File: src/rtl/kgp_pkg.sv
// Shared KGP types and helpers for the prefix-carry subtractor.
// Holds the 2-bit kill/propagate/generate code and the bit encoder.
package kgp_pkg;

  typedef logic [1:0] kgp_t;

  localparam kgp_t KGP_K = 2'b00;
  localparam kgp_t KGP_P = 2'b01;
  localparam kgp_t KGP_G = 2'b11;

  // Both 0 -> K, both 1 -> G, else P.
  function automatic kgp_t kgp_encode(
    input logic x,
    input logic y
  );
    return {x & y, x | y};
  endfunction

endpackage

File: src/rtl/kgp_prefix_cell.sv
// Combinational KGP prefix node: combines an upper span over a lower one.
// Ports: upper_i, lower_i (kgp_t) in; comb_o (kgp_t) out.
module kgp_prefix_cell
  import kgp_pkg::*;
(
  input  kgp_t upper_i,
  input  kgp_t lower_i,
  output kgp_t comb_o
);

  always_comb begin
    comb_o = lower_i;
    unique case (1'b1)
      (upper_i == KGP_K): comb_o = KGP_K;
      (upper_i == KGP_G): comb_o = KGP_G;
      default:            comb_o = lower_i;
    endcase
  end

endmodule

File: src/rtl/kgp_subtractor_pipe.sv
// 3-stage KGP prefix subtractor, diff = a - b - bin, valid/ready handshake.
// Ports: clk, rst, in_valid/in_ready, a, b, bin, out_valid/out_ready,
// diff, bout; zero/neg/ovf flags when KGP_SUB_FLAGS_EN is defined.
module kgp_subtractor_pipe
  import kgp_pkg::*;
#(
  parameter int WIDTH = 8
) (
  input  logic             clk,
  input  logic             rst,
  input  logic             in_valid,
  output logic             in_ready,
  input  logic [WIDTH-1:0] a,
  input  logic [WIDTH-1:0] b,
  input  logic             bin,
  output logic             out_valid,
  input  logic             out_ready,
  output logic [WIDTH-1:0] diff,
  output logic             bout
`ifdef KGP_SUB_FLAGS_EN
  ,
  output logic             zero,
  output logic             neg,
  output logic             ovf
`endif
);

  logic stall;
  logic v1_q, v2_q, v3_q;

  assign stall     = v3_q & ~out_ready;
  assign in_ready  = ~stall;
  assign out_valid = v3_q;

  // Stage 1: operand codes. Position 0 carries cin = ~bin.
  kgp_t [WIDTH:0]   c0;
  kgp_t [WIDTH:0]   c1_q;
  logic [WIDTH-1:0] a1_q, b1_q;

  always_comb begin
    c0[0] = bin ? KGP_K : KGP_G;
    for (int i = 0; i < WIDTH; i++) begin
      c0[i+1] = kgp_encode(a[i], ~b[i]);
    end
  end

  // Stage 2: spans 1 and 2 over positions 0..WIDTH-1.
  kgp_t [WIDTH-1:0] l1;
  kgp_t [WIDTH-1:0] l2;
  kgp_t [WIDTH-1:0] p2_q;
  kgp_t             top2_q;
  logic [WIDTH-1:0] a2_q, b2_q;

  assign l1[0] = c1_q[0];
  for (genvar j = 1; j < WIDTH; j++) begin : g_l1
    kgp_prefix_cell u_c (
      .upper_i(c1_q[j]),
      .lower_i(c1_q[j-1]),
      .comb_o (l1[j])
    );
  end

  assign l2[1:0] = l1[1:0];
  for (genvar j = 2; j < WIDTH; j++) begin : g_l2
    kgp_prefix_cell u_c (
      .upper_i(l1[j]),
      .lower_i(l1[j-2]),
      .comb_o (l2[j])
    );
  end

  // Stage 3: span 4 gives the carry into every bit.
  kgp_t [WIDTH-1:0] l3;
  kgp_t             co;
  logic [WIDTH-1:0] carry;
  logic [WIDTH-1:0] diff_d;
  logic             bout_d;

  assign l3[3:0] = p2_q[3:0];
  for (genvar j = 4; j < WIDTH; j++) begin : g_l3
    kgp_prefix_cell u_c (
      .upper_i(p2_q[j]),
      .lower_i(p2_q[j-4]),
      .comb_o (l3[j])
    );
  end

  // Carry-out folds the top bit's code over the full carry into it.
  kgp_prefix_cell u_co (
    .upper_i(top2_q),
    .lower_i(l3[WIDTH-1]),
    .comb_o (co)
  );

  always_comb begin
    for (int i = 0; i < WIDTH; i++) begin
      carry[i] = (l3[i] == KGP_G);
    end
  end

  assign diff_d = a2_q ^ ~b2_q ^ carry;
  assign bout_d = (co != KGP_G);

  always_ff @(posedge clk) begin
    if (!stall) begin
      c1_q   <= c0;
      a1_q   <= a;
      b1_q   <= b;
      p2_q   <= l2;
      top2_q <= c1_q[WIDTH];
      a2_q   <= a1_q;
      b2_q   <= b1_q;
    end
  end

  logic [WIDTH-1:0] diff_q;
  logic             bout_q;

  always_ff @(posedge clk) begin
    if (rst) begin
      v1_q   <= 1'b0;
      v2_q   <= 1'b0;
      v3_q   <= 1'b0;
      diff_q <= '0;
      bout_q <= 1'b0;
    end else if (!stall) begin
      v1_q   <= in_valid;
      v2_q   <= v1_q;
      v3_q   <= v2_q;
      diff_q <= diff_d;
      bout_q <= bout_d;
    end
  end

  assign diff = diff_q;
  assign bout = bout_q;

`ifdef KGP_SUB_FLAGS_EN
  logic zero_q, neg_q, ovf_q;

  always_ff @(posedge clk) begin
    if (rst) begin
      zero_q <= 1'b0;
      neg_q  <= 1'b0;
      ovf_q  <= 1'b0;
    end else if (!stall) begin
      zero_q <= (diff_d == '0);
      neg_q  <= diff_d[WIDTH-1];
      ovf_q  <= (a2_q[WIDTH-1] ^ b2_q[WIDTH-1])
              & (a2_q[WIDTH-1] ^ diff_d[WIDTH-1]);
    end
  end

  assign zero = zero_q;
  assign neg  = neg_q;
  assign ovf  = ovf_q;
`endif

endmodule

File: config.mk
export PLATFORM = sky130hd
export DESIGN_NAME = kgp_subtractor_pipe
export DESIGN_NICKNAME = d
export VERILOG_FILES = /design/src/rtl/kgp_pkg.sv /design/src/rtl/kgp_prefix_cell.sv /design/src/rtl/kgp_subtractor_pipe.sv
export SDC_FILE = /design/constraint.sdc
export NUM_CORES = 1
export LEC_CHECK = 0
export ABC_CLOCK_PERIOD_IN_PS = 4820
export CORE_MARGIN = 2
export CORE_UTILIZATION = 40
export CTS_CLUSTER_SIZE = 28
export DETAILED_ROUTE_END_ITERATION = 10
export GPL_ROUTABILITY_DRIVEN = 0
export GPL_TIMING_DRIVEN = 0
export PLACE_DENSITY = 0.59
export RECOVER_POWER = 25
export SLEW_MARGIN = 20
export SYNTH_ARGS = -nofsm -noshare
export SYNTH_HDL_FRONTEND = slang
export SYNTH_SLANG_ARGS = --single-unit
File: constraint.sdc
create_clock -name clk -period 4.82 [get_ports clk]
set_input_delay 0.723 -clock clk [delete_from_list [all_inputs] [get_ports clk]]
set_output_delay 0.723 -clock clk [all_outputs]
set_load 0.01 [all_outputs]
==> out/results.md <==
| Step | Quantity | This run |
|:---|:---|:---|
| synth | Number of flops mapped to enable cells by yosys | 63 |
| clocking | TritonCTS clock tree | done |
| synth | Top cell types by occurrence after synthesis | sky130_fd_sc_hd__edfxtp_1 (63), sky130_fd_sc_hd__nand2_1 (23), sky130_fd_sc_hd__ha_1 (20) |
| global route | Pin count of the biggest net entering global routing | 74 |
| synth | Mean cell area of the mapped netlist | 15.0 um^2 |
| global route | Initial antenna violation count | 0 |
| clocking | Number of buffers inserted during clock tree synthesis | 9 |
| critical path | Required time reported for the critical path endpoint | 4.10 ns |
| critical path | Cell-by-cell listing of the critical path | clkdlybuf4s50_1 > nor2b_4 > buf_6 > inv_6 > buf_12 > clkdlybuf4s50_1 |
| floorplanning | Die area | 8570 um^2 |
| critical path | Crit path max-delay cell type | sky130_fd_sc_hd__clkdlybuf4s50_1 |
| synth | Number of synthesized register bits | 75 |
| timing | Setup violators final | 0 |
| timing | Max-slew headroom at the worst pin | 0.735 |
| synth | Unique cell type count in the Yosys netlist | 25 |
| timing | Unrepaired setup endpoints after global routing | no |
| critical path | CP Capture Type | output port |
| synth | FFs w/ async S/R, synth | 0 |
| finish | Final Util | 0.491 |
| run status | Result of the run | completed |
| synth | Post-Synthesis Cells | 209 |
| timing | Clock period minus worst slack | 3.19 ns |
| routing | Overall routed net length | 4190 um |
| timing | Part of the cycle the worst path needs | 0.661 |
| critical path | Critical path class | input pin to output port |
| floorplanning | Row cnt | 32 |
| synth | Netlist Area Pre-Place | 3140 um^2 |
| synth | Biggest area contributors in the synthesized netlist | sky130_fd_sc_hd__edfxtp_1 (60%), sky130_fd_sc_hd__ha_1 (8.0%), sky130_fd_sc_hd__dfxtp_1 (7.7%) |
| pwr | Psw | 382 uW |
| routing | Remaining antenna violation count after routing | 0 |
| pwr | Worst VDD drop | 0.151 mV |
| floorplanning | Starting density of the core | 0.410 |
| clocking | Post-CTS setup buffer count | 0 |
| flow run | Number of violations of the max-capacitance limit | 0 |
| min path | Type of the tightest min-delay check | register to register |
| synth | Syn nets | 250 |
| clocking | Sinks on the clock net | 75 |
| finish | Number of antenna repair diodes | 0 |
| synth | Sequential fraction of the synthesis area | 0.680 |
| timing | Post-Route Setup TNS | 0 ns |
| clocking | Root buffer cell | sky130_fd_sc_hd__clkbuf_8 |
| critical path | Critical Path Max Stage Delay | 0.62 ns |
| global route | Number of global-route vias before repair | 1550 |
| critical path | Most used cell, CP | sky130_fd_sc_hd__clkdlybuf4s50_1 |
| synth | Count of yosys warnings during synthesis | 0 |
| placement | Number of input and output port buffers inserted | 31 |
| critical path | Maximum fanout count along the critical path | 73 |
| pwr | Cell leakage power | 1.45 nW |
| clocking | Post-CTS Resized | 0 |
| finish | Count of nets after finishing | 292 |
| pwr | Comb power frac | 0.160 |
| synth | Most used flip-flop cell after synthesis | sky130_fd_sc_hd__edfxtp_1 |
| timing | Number of pins with negative max-slew slack in the final report | 0 |
| clocking | # hold bufs at CTS | 0 |
| floorplanning | Height of the die | 92.6 um |
| clocking | H-tree Lvls | 3 |
| critical path | Crit Reg-Reg Startpoint | c1_q[14] |
| critical path | Startpoint class of the critical path | input pin |
| timing | Final hold violations | 0 |
| synth | Cell type with the highest aggregate area in the netlist | sky130_fd_sc_hd__edfxtp_1 |
| finish | Layout cells sized above 1 | 0.125 |
| timing | Actual transition at the worst max-transition pin | 0.397 ns |
| timing | Worst Clk Skew | 0.0108 ns |
| routing | Via count | 1629 |
| finish | Area overhead of the layout relative to synthesis | 19.8% |
| routing | Number of iterations in the first detailed-routing pass | 4 |
| pwr | Sequential share of power | 0.547 |
| floorplanning | Die span in x | 92.6 um |
| synth | Most frequent cell after synthesis | sky130_fd_sc_hd__edfxtp_1 |
| floorplanning | Placeable core region | 7650 um^2 |
| synth | Area share of the largest cell type after synthesis | 0.603 |
| clocking | Buffers from clock root to sink, at most | 2 |
| global route | First-pass GRT wire length | 7040 um |
| routing | Number of vias per cell after detailed routing | 4.55 |
| routing | Drt first-iter violations | 69 |
| floorplanning | Number of I/O pins | 32 |
| min path | Worst min-delay path startpoint | a1_q[1] |
| clocking | Skew-Pair Late Insertion Delay | 0.35 ns |
| placement | HPWL after detailed placement | 2830 um |
| routing | Final routed wire length divided by cell count | 11.7 um |
| routing | Final routed DRC violation total | 0 |
| critical path | Worst setup path start | out_ready |
| timing | Hold WS | 0.421 ns |
| critical path | Data arrival time of the worst path | 2.47 ns |
| global route | Global-route usage over all layers | 0.111 |
| global route | Global-route congestion overflow total | 0 |
| pwr | Proportion of total power due to net switching | 0.255 |
| clocking | Clock slew at reported path FFs | 0.07 ns |
| pwr | Power density of the placed cells | 398 nW/um^2 |
| timing | Maximum frequency from static timing analysis | 0.314 GHz |
| pwr | Portion of total power attributed to the clock network | 0.293 |
| pwr | Internal power | 1.11 mW |
metrics by stage:
step | worst slack [ns] | instance area, um^2 | power, mW | instances
2_1_floorplan | 2.89 | 3140 | 0.986 | 209
3_3_place_gp | 1.65 | 3570 | 1.07 | 342
3_5_place_dp | 1.64 | 3570 | 1.08 | 342
4_1_cts | 1.63 | 3760 | 1.52 | 358
5_1_grt | 1.55 | 3760 | 1.58 | 358
6_report | 1.63 | 3760 | 1.50 | 358
critical path, delay by kind of cell:
family	cells	cell delay, ns
buf+inv	5	1.63
simple gates	1	0.05
worst paths after layout:
check              to  depth (start not counted)  slack (ns)
max          in_ready                          6        1.63
min           a2_q[1]                          0        0.42
max reg2reg  p2_q[15]                          5        2.97
min reg2reg   a2_q[1]                          0        0.42
cells in the final DEF, fill, tap and decap left out, types with 2 or more instances in the layout:
master                             n
sky130_fd_sc_hd__o21ai_0           5
sky130_fd_sc_hd__mux2i_1           4
sky130_fd_sc_hd__nor2b_1           8
sky130_fd_sc_hd__clkinv_4          2
sky130_fd_sc_hd__a31oi_1           8
sky130_fd_sc_hd__nand2b_1         14
sky130_fd_sc_hd__ha_1             20
sky130_fd_sc_hd__nand3b_1          4
sky130_fd_sc_hd__edfxtp_1         63
sky130_fd_sc_hd__nand2_1          23
sky130_fd_sc_hd__clkbuf_8          9
sky130_fd_sc_hd__dfxtp_1          12
sky130_fd_sc_hd__xor2_1            4
sky130_fd_sc_hd__clkinvlp_4        2
sky130_fd_sc_hd__a211oi_2          4
sky130_fd_sc_hd__nor2_2            2
sky130_fd_sc_hd__nor2_1           10
sky130_fd_sc_hd__clkdlybuf4s50_1  14
sky130_fd_sc_hd__inv_1             2
sky130_fd_sc_hd__a21oi_1           2
sky130_fd_sc_hd__mux2_2            5
sky130_fd_sc_hd__dlygate4sd3_1    17
sky130_fd_sc_hd__inv_6             4
sky130_fd_sc_hd__xnor2_1          12
power groups by stage:
stage / clock network [mW] / registers, mW / logic (mW)
2_1_floorplan: 0 / 0.835 / 0.151
3_3_place_gp: 0 / 0.831 / 0.242
3_5_place_dp: 0 / 0.834 / 0.244
4_1_cts: 0.455 / 0.819 / 0.247
5_1_grt: 0.485 / 0.826 / 0.271
6_report: 0.439 / 0.818 / 0.239
cell families after synthesis:
logic type	share of synthesized area
XOR/XNOR	0.0447
flip-flops	0.680
multiplexers	0.0307
adder cells (fa/ha/maj)	0.0798
buffers and inverters	0.0168
AO/OA/AOI/OAI	0.0455
AND/OR/NAND/NOR	0.103
final cells by class:
class	count	area, um^2
plain buffers	3	36.3
clock buffers	9	124
clock inverters	7	58.8
fillers	673	3890
inverters	3	16.3
multi-input cells	128	952
flip-flops and latches	75	2130
well taps	102	128
repair buffers	31	310
registers in the layout, indices dropped and copies added, names as in the netlist:
signal and cells:
out_valid 1, b1_q 8, p2_q 8, v2_q 1
diff 8, a1_q 8, v1_q 1, a2_q 8
c1_q 17, b2_q 8, l3 4, top2_q 2
bout 1
metal layers:
metal	up-vias	wire length (um)	global-route usage	share of wire
met5	-	0	0	0
met4	0	116	0.0746	0.028
met3	9	196	0.0325	0.047
met2	28	1880	0.168	0.45
met1	749	2000	0.138	0.48
li1	843	-	-	-
(Power assumes the default switching activity.)
